===== src/rtl/output_logic.sv =====
// Per-channel egress: drains committed packets from a show-ahead FIFO onto a req/ack byte port.
// 1-cycle pop-to-req latency, 1 byte/cycle throughput; stalls (fifo_pop=0) while req is held without ack.
module output_logic #(
    parameter int DATA_WIDTH = 8,
    parameter int DATA_SIZE  = 6
) (
    input  logic                  clk,
    input  logic                  rst_n,
    input  logic [DATA_WIDTH-1:0] fifo_data_out,
    input  logic                  fifo_empty,
    output logic                  fifo_pop,
    input  logic                  crc_en,
    output logic [DATA_WIDTH-1:0] data_out,
    output logic                  data_out_req,
    input  logic                  data_out_ack,
    output logic                  data_out_last,
    output logic                  busy,
    output logic                  pkt_done
);

    typedef enum logic [1:0] {IDLE, PAYLOAD, CRC} state_t;

    state_t                  state_q, state_d;
    logic [DATA_SIZE-1:0]    rem_q, rem_d;
    logic                    crc_flag_q, crc_flag_d;
    logic [DATA_WIDTH-1:0]   data_q, data_d;
    logic                    req_q, req_d;
    logic                    last_q, last_d;
    logic                    busy_q, busy_d;
    logic                    done_q, done_d;
    logic                    free;
    logic                    xfer_last;
    logic                    last_pop;
    logic [DATA_SIZE-1:0]    hdr_len;

    always_comb begin
        free       = !req_q || data_out_ack;
        fifo_pop   = free && !fifo_empty && rst_n;
        hdr_len    = fifo_data_out[DATA_SIZE-1:0];
        xfer_last  = req_q && data_out_ack && last_q;

        state_d    = state_q;
        rem_d      = rem_q;
        crc_flag_d = crc_flag_q;
        data_d     = data_q;
        req_d      = req_q;
        last_d     = last_q;
        busy_d     = busy_q;
        done_d     = xfer_last;
        last_pop   = 1'b0;

        if (xfer_last) begin
            busy_d = 1'b0;
        end

        if (fifo_pop) begin
            data_d = fifo_data_out;
            req_d  = 1'b1;
            case (state_q)
                IDLE: begin
                    crc_flag_d = crc_en;
                    rem_d      = hdr_len;
                    busy_d     = 1'b1;
                    if (hdr_len != '0) begin
                        state_d = PAYLOAD;
                    end else if (crc_en) begin
                        state_d = CRC;
                    end else begin
                        last_pop = 1'b1;
                    end
                end
                PAYLOAD: begin
                    // Guarded decrement: the counter never wraps below zero.
                    if (rem_q != '0) begin
                        rem_d = rem_q - DATA_SIZE'(1);
                    end
                    if (rem_q <= DATA_SIZE'(1)) begin
                        if (crc_flag_q) begin
                            state_d = CRC;
                        end else begin
                            state_d  = IDLE;
                            last_pop = 1'b1;
                        end
                    end
                end
                CRC: begin
                    state_d  = IDLE;
                    last_pop = 1'b1;
                end
                default: state_d = IDLE;
            endcase
            last_d = last_pop;
        end else if (free) begin
            req_d  = 1'b0;
            last_d = 1'b0;
        end
    end

    always_ff @(posedge clk or negedge rst_n) begin
        if (!rst_n) begin
            state_q    <= IDLE;
            rem_q      <= '0;
            crc_flag_q <= 1'b0;
            data_q     <= '0;
            req_q      <= 1'b0;
            last_q     <= 1'b0;
            busy_q     <= 1'b0;
            done_q     <= 1'b0;
        end else begin
            state_q    <= state_d;
            rem_q      <= rem_d;
            crc_flag_q <= crc_flag_d;
            data_q     <= data_d;
            req_q      <= req_d;
            last_q     <= last_d;
            busy_q     <= busy_d;
            done_q     <= done_d;
        end
    end

    assign data_out      = data_q;
    assign data_out_req  = req_q;
    assign data_out_last = last_q;
    assign busy          = busy_q;
    assign pkt_done      = done_q;

endmodule


===== config.mk =====
export PLATFORM = sky130hd
export DESIGN_NAME = output_logic
export DESIGN_NICKNAME = d
export VERILOG_FILES = /design/src/rtl/output_logic.sv
export SDC_FILE = /design/constraint.sdc
export NUM_CORES = 1
export LEC_CHECK = 0
export BUFFER_PORTS_ARGS = -buffer_cell sky130_fd_sc_hd__buf_4
export CORE_MARGIN = 2
export CORE_UTILIZATION = 55
export CTS_BUF_LIST = sky130_fd_sc_hd__clkbuf_8 sky130_fd_sc_hd__clkbuf_16
export CTS_CLUSTER_SIZE = 40
export DETAILED_ROUTE_END_ITERATION = 7
export PLACE_DENSITY = 0.84
export SYNTH_ARGS = -nofsm -noshare
export SYNTH_HDL_FRONTEND = slang
export SYNTH_SLANG_ARGS = --single-unit
export TNS_END_PERCENT = 1

===== constraint.sdc =====
create_clock -name clk -period 4.5 [get_ports clk]
set_clock_uncertainty 0.2 [all_clocks]
set_input_delay 0.45 -clock clk [delete_from_list [all_inputs] [get_ports clk]]
set_output_delay 0.45 -clock clk [all_outputs]
set_load 0.05 [all_outputs]

* Yosys cells after proc, flatten, opt, wreduce, memory -nomap -nowiden
Index checks and enable logic that the tools add are counted.
Cells by class: reduce and logical (&&, ||, !) cells 15, equality and inequality tests 5, order comparisons 1, add/sub/neg operators 1, muxes and demuxes 18
Operators by type and width (count):
- 6-bit one-hot mux with 2 select lines | 1
- 6-bit nonzero test | 2
- 1-bit 2-to-1 mux | 10
- 2-bit 2-to-1 mux | 4
- 6-bit by 1-bit less-or-equal comparator with 1-bit output, second input constant | 1
- 6-bit 2-to-1 mux | 1
- 3-bit AND reduction | 2
- 6-bit by 1-bit subtractor with 6-bit output, second input constant | 1
- 1-bit logical AND | 4
- 2-bit inequality test, second input constant | 2
- 2-bit one-hot mux with 2 select lines | 1
- 2-bit nonzero test | 2
- 3-bit inequality test, second input constant | 1
- 1-bit one-hot mux with 3 select lines | 1
- 2-bit by 1-bit equality test with 1-bit output, second input constant | 1
- 2-bit equality test, second input constant | 1
- 1-bit zero test | 2
- 2-bit zero test | 1
- 2-bit AND reduction | 1
- 1-bit logical OR | 1
Word-level totals: bits of input ports 13, output and inout bits 13, register bits 21, word-level logic and storage cells 48

* Logic depth before layout (Yosys ltp)
depth after elaboration 5, depth in mapped cells 7, mapped depth without buffers 6

* Least setup slack after synthesis
Ideal clock, no wire load.
kind register to register, start register req_q, in the netlist data_out_req, end register last_q, in the netlist data_out_last, clock period less this slack 2.089 ns, cell stages (with the launch flop) 5, arrival time 1.767 ns, buffers on the path 0, library setup time 0.122 ns, path slack 2.411 ns, path through dfrtp_1 > nand2b_1 > nand2b_1 > clkinv_1 > a32o_1
Between the ends: longest elaborated chain between the ends 5, elaborated cells between the ends (all ways) 6, classes of those cells mux (1); reduce/logical (5)
RTL lines:
- from (decl) | line 27 | logic req_q, req_d;
- from (signal assigned) | line 114 | req_q <= req_d;
- 1-bit zero test * | line 37 | free = !req_q || data_out_ack;
- 1-bit logical OR * | line 37
- 1-bit logical AND * (2 in a row) | line 38 | fifo_pop = free && !fifo_empty && rst_n;
- net fifo_pop | line 11 | output logic fifo_pop,
- 1-bit 2-to-1 mux / 2-bit nonzero test (equally long branches)
- to (signal assigned) | line 115 | last_q <= last_d;
- to (decl) | line 28 | logic last_q, last_d;
The timed path passes the listed nets; every way through them passes the cells marked *. A chain may end at the register's enable or synchronous reset.

* Worst setup path after layout
start input port rst_n, end output port fifo_pop
Between the ends: longest elaborated chain between the ends 1
RTL lines:
- from (decl) | line 8 | input logic rst_n,
- 1-bit logical AND | line 38
- to (decl) | line 11
Every way passes these cells.

==> flow_summary_export.csv <==
group,metric,value,unit
pwr,sw_frac_of_total,40.47,%
yosys,synth_most_common_cell,"sky130_fd_sc_hd__nand2_1",
placed_design,numPlacedInstances,160,
pwr,irDropWorstVdd,357.2,uV
layout,finish.net_count,156,
pwr,power.static_leakage,0.6355,nW
worst_hold_path,hold_path_startpoint,"fifo_data_out[7]",
route,detail-route-antenna-nets,0,
clock_network,cts-resized-gates,0,
critical_path,setup.worst_path.class,"primary input to output port",
layout,final_layout_size_suffix_gt1_share,22.86,%
critical_path,critical_path.startpoint,"rst_n",
critical_path,regToRegSetupSlack,2.40,ns
global_routing,globalRoute.totalOverflow,0,
route,detail_route.iter0.violations,15,
route,vias,922,
critical_path,worstPathMaxFanout,22,
die,die_height,47.61,um
yosys,yosysWarningCount,0,
yosys,syn-cell-area,1046,um^2
clock_network,cts-buffers-inserted,3,
route,route.detailed.drc,0,
global_routing,combined_global_route_utilization_of_all_metal_layers,21.93,%
yosys,synthesis.instances,114,
pwr,power_density,546.3,nW/um^2
sta,final_hold_viol_count,0,
pwr,power.switching,288.5,uW
clock_network,clock_path_buffers,2,
global_routing,via_count_of_the_first_global_routing_pass,775,
clock_network,postCtsHoldBufs,1,
die,fp-row-count,15,
sta,timing.setup.tns,0,ns
critical_path,ff2ff_path_depth,4,
die,die_area,2267,um^2
sta,fin_hold_ws,0.1838,ns
yosys,netlist.top_cell.by_area,"sky130_fd_sc_hd__dfrtp_1",
yosys,synthesis.area_per_instance,9.175,um^2
worst_hold_path,worst_hold_path.num_cells,3,
sta,fmax,323.4,MHz
sta,tightestPinTransition,0.6862,ns
pwr,power.share.sequential,41.2,%
worst_hold_path,worst_hold_path_type,"primary input to register",
layout,finish.cell_count_without_fillers,165,
yosys,area_contributors_post_synth,"sky130_fd_sc_hd__dfrtp_1, sky130_fd_sc_hd__nand2_1, sky130_fd_sc_hd__nor3_1, sky130_fd_sc_hd__o2bb2ai_1, sky130_fd_sc_hd__o211ai_1",
sta,final_min_period_over_clock_period,68.71,%
clock_network,clock_latency_on_the_worst_skew_pair,0.26,ns
clock_network,clock_sinks,21,
yosys,seq_cells_post_synth,21,
layout,num_antenna_cells,0,
placed_design,io_buffer_count,25,
yosys,post_synthesis_sequential_area_ratio,50.24,%
die,floorplan.core_area,1764,um^2
yosys,area_share_of_the_largest_cell_type_after_synthesis,50.24,%
placed_design,gp_congestion,0.7803,
clock_network,cts_max_level,1,
pwr,share_comb_of_total_power,41.7,%
yosys,ys_async_sr_fraction,100.0,%
run_status,run_status,"complete, no violations",
critical_path,setup.worst_path.end_class,"output port",
pwr,power.share.clock,17.0,%
route,wl_per_cell,13.49,um
flow_run,timing.max_cap.violations,0,
clock_network,clkTransAtPathRegs,0.07,ns
die,chipWidth,47.61,um
global_routing,wire_length_of_the_first_global_routing_pass,3387,um
sta,period_needed,3.092,ns
yosys,synth_fp_nets,129,
clock_network,tritoncts_clock_tree,"done",
die,floorplan.io_pins,26,
placed_design,place_hpwl,1622,um
critical_path,crit_arrival,2.44,ns
yosys,synth_enable_flop_cells,0,
sta,finalSetupViolations,0,
global_routing,grt_max_degree,23,
die,start_util,59.29,%
critical_path,critical_path.startpoint_type,"primary input",
route,viasPerCell,5.588,
critical_path,worst_r2r_startpoint,"data_out_req",
sta,grt_setup_unrepaired,"no",
route,first_drt_pass_iteration_count,4,
sta,timing.final.max_slew_violations,0,
yosys,prevailing_post_synth_register_cell,"sky130_fd_sc_hd__dfrtp_1",
yosys,most_used_standard_cells_in_the_synthesized_netlist,"sky130_fd_sc_hd__nand2_1, sky130_fd_sc_hd__dfrtp_1, sky130_fd_sc_hd__nor3_1",
route,route.final.wire_length,2226,um
pwr,power_report.internal_total,424.4,uW
layout,area.growth.synth_to_final,24.76,%
global_routing,antenna_violations_before_repair,0,
critical_path,cp.required,3.85,ns
clock_network,clock-root-buffer,"sky130_fd_sc_hd__clkbuf_8",
layout,final_util,73.97,%
yosys,synth_cell_type_count,30,
clock_network,post_cts.repair.setup_buffers,0,
sta,relSlewSlack,53.90,%
flip-flops by register name, indices dropped and copies added (netlist names):
register       count
crc_flag_q         1
data_out           8
data_out_req       1
data_out_last      1
pkt_done           1
state_q            2
rem_q              6
busy               1
stage by stage:
stage	setup WS, ns	power, mW	instance area [um^2]
final	1.408	0.7129	1305
after global routing	1.204	0.7619	1305
after CTS	1.388	0.7141	1305
after detailed placement	1.947	0.5933	1249
after global placement	2.007	0.5825	1249
after floorplan	2.411	0.5123	1046
routing by layer:
layer / GRT usage, % / wire length [um] / vias up / part of all wire (%)
li1: - / - / 451 / -
met1: 29.26 / 1023 / 439 / 46
met2: 35.41 / 1039 / 28 / 47
met3: 2.264 / 124 / 4 / 5.6
met4: 11.35 / 39 / 0 / 1.8
met5: 0 / 0 / - / 0
area by class of cell:
class                      instances  area, um^2
timing repair buffer              26       197.7
clock buffer                       3       41.29
clock inverter                     1       5.005
tap                               25       31.28
sequential                        21       525.5
inverter                           4       15.01
multi-input combinational         85       489.2
fill                             146       459.2
logic make-up after synthesis:
| group | Yosys count | share of synthesized area [%] |
|---|---|---|
| adders and majority gates | 2 | 2.392 |
| buffers and inverters | 8 | 2.989 |
| DFF | 21 | 50.24 |
| muxes | 2 | 2.033 |
| and+or+nand+nor | 59 | 26.79 |
| AOI/OAI and AO/OA | 22 | 15.55 |
cell usage in the layout, fill, tap and decap left out, drive strengths merged:
cell / synthesis / routed
inv: 3 / 3
and3: 2 / 2
a32o: 1 / 1
clkinv: 1 / 2
nor4b: 1 / 1
ha: 2 / 2
or3: 1 / 1
or4: 2 / 2
a22oi: 3 / 3
mux2i: 1 / 1
a221o: 1 / 1
a21oi: 3 / 3
nor2b: 2 / 2
o31a: 1 / 1
o211ai: 4 / 4
a211o: 1 / 1
nor2: 6 / 6
nor3: 7 / 7
buf: 1 / 25
or2: 1 / 1
o21ai: 3 / 3
o21bai: 1 / 1
o2bb2ai: 4 / 4
nand2: 31 / 31
dlygate4sd3: 0 / 1
dfrtp: 21 / 21
clkbuf: 3 / 3
nor3b: 2 / 2
mux2: 1 / 1
nand2b: 4 / 4
worst max-delay path, stage by stage:
cell                            delay [ns]
sky130_fd_sc_hd__dlygate4sd3_1        0.53
sky130_fd_sc_hd__buf_4                0.23
sky130_fd_sc_hd__nand2b_1             0.13
sky130_fd_sc_hd__nand2b_1             0.41
sky130_fd_sc_hd__clkinv_1             0.38
sky130_fd_sc_hd__buf_4                0.30
worst paths after layout:
check	to
max	fifo_pop
min	data_out[7]
max reg2reg	rem_q[0]
min reg2reg	data_out[0]
max in group asynchronous	data_out[3]
min in group asynchronous	busy
power by group through the flow:
stage	registers (mW)	logic, mW	clock network [mW]
6_report	0.294	0.298	0.121
5_1_grt	0.301	0.329	0.132
4_1_cts	0.292	0.300	0.122
3_5_place_dp	0.296	0.297	0
3_3_place_gp	0.292	0.290	0
2_1_floorplan	0.341	0.172	0
Note: power is estimated with default switching activity, not from simulation.
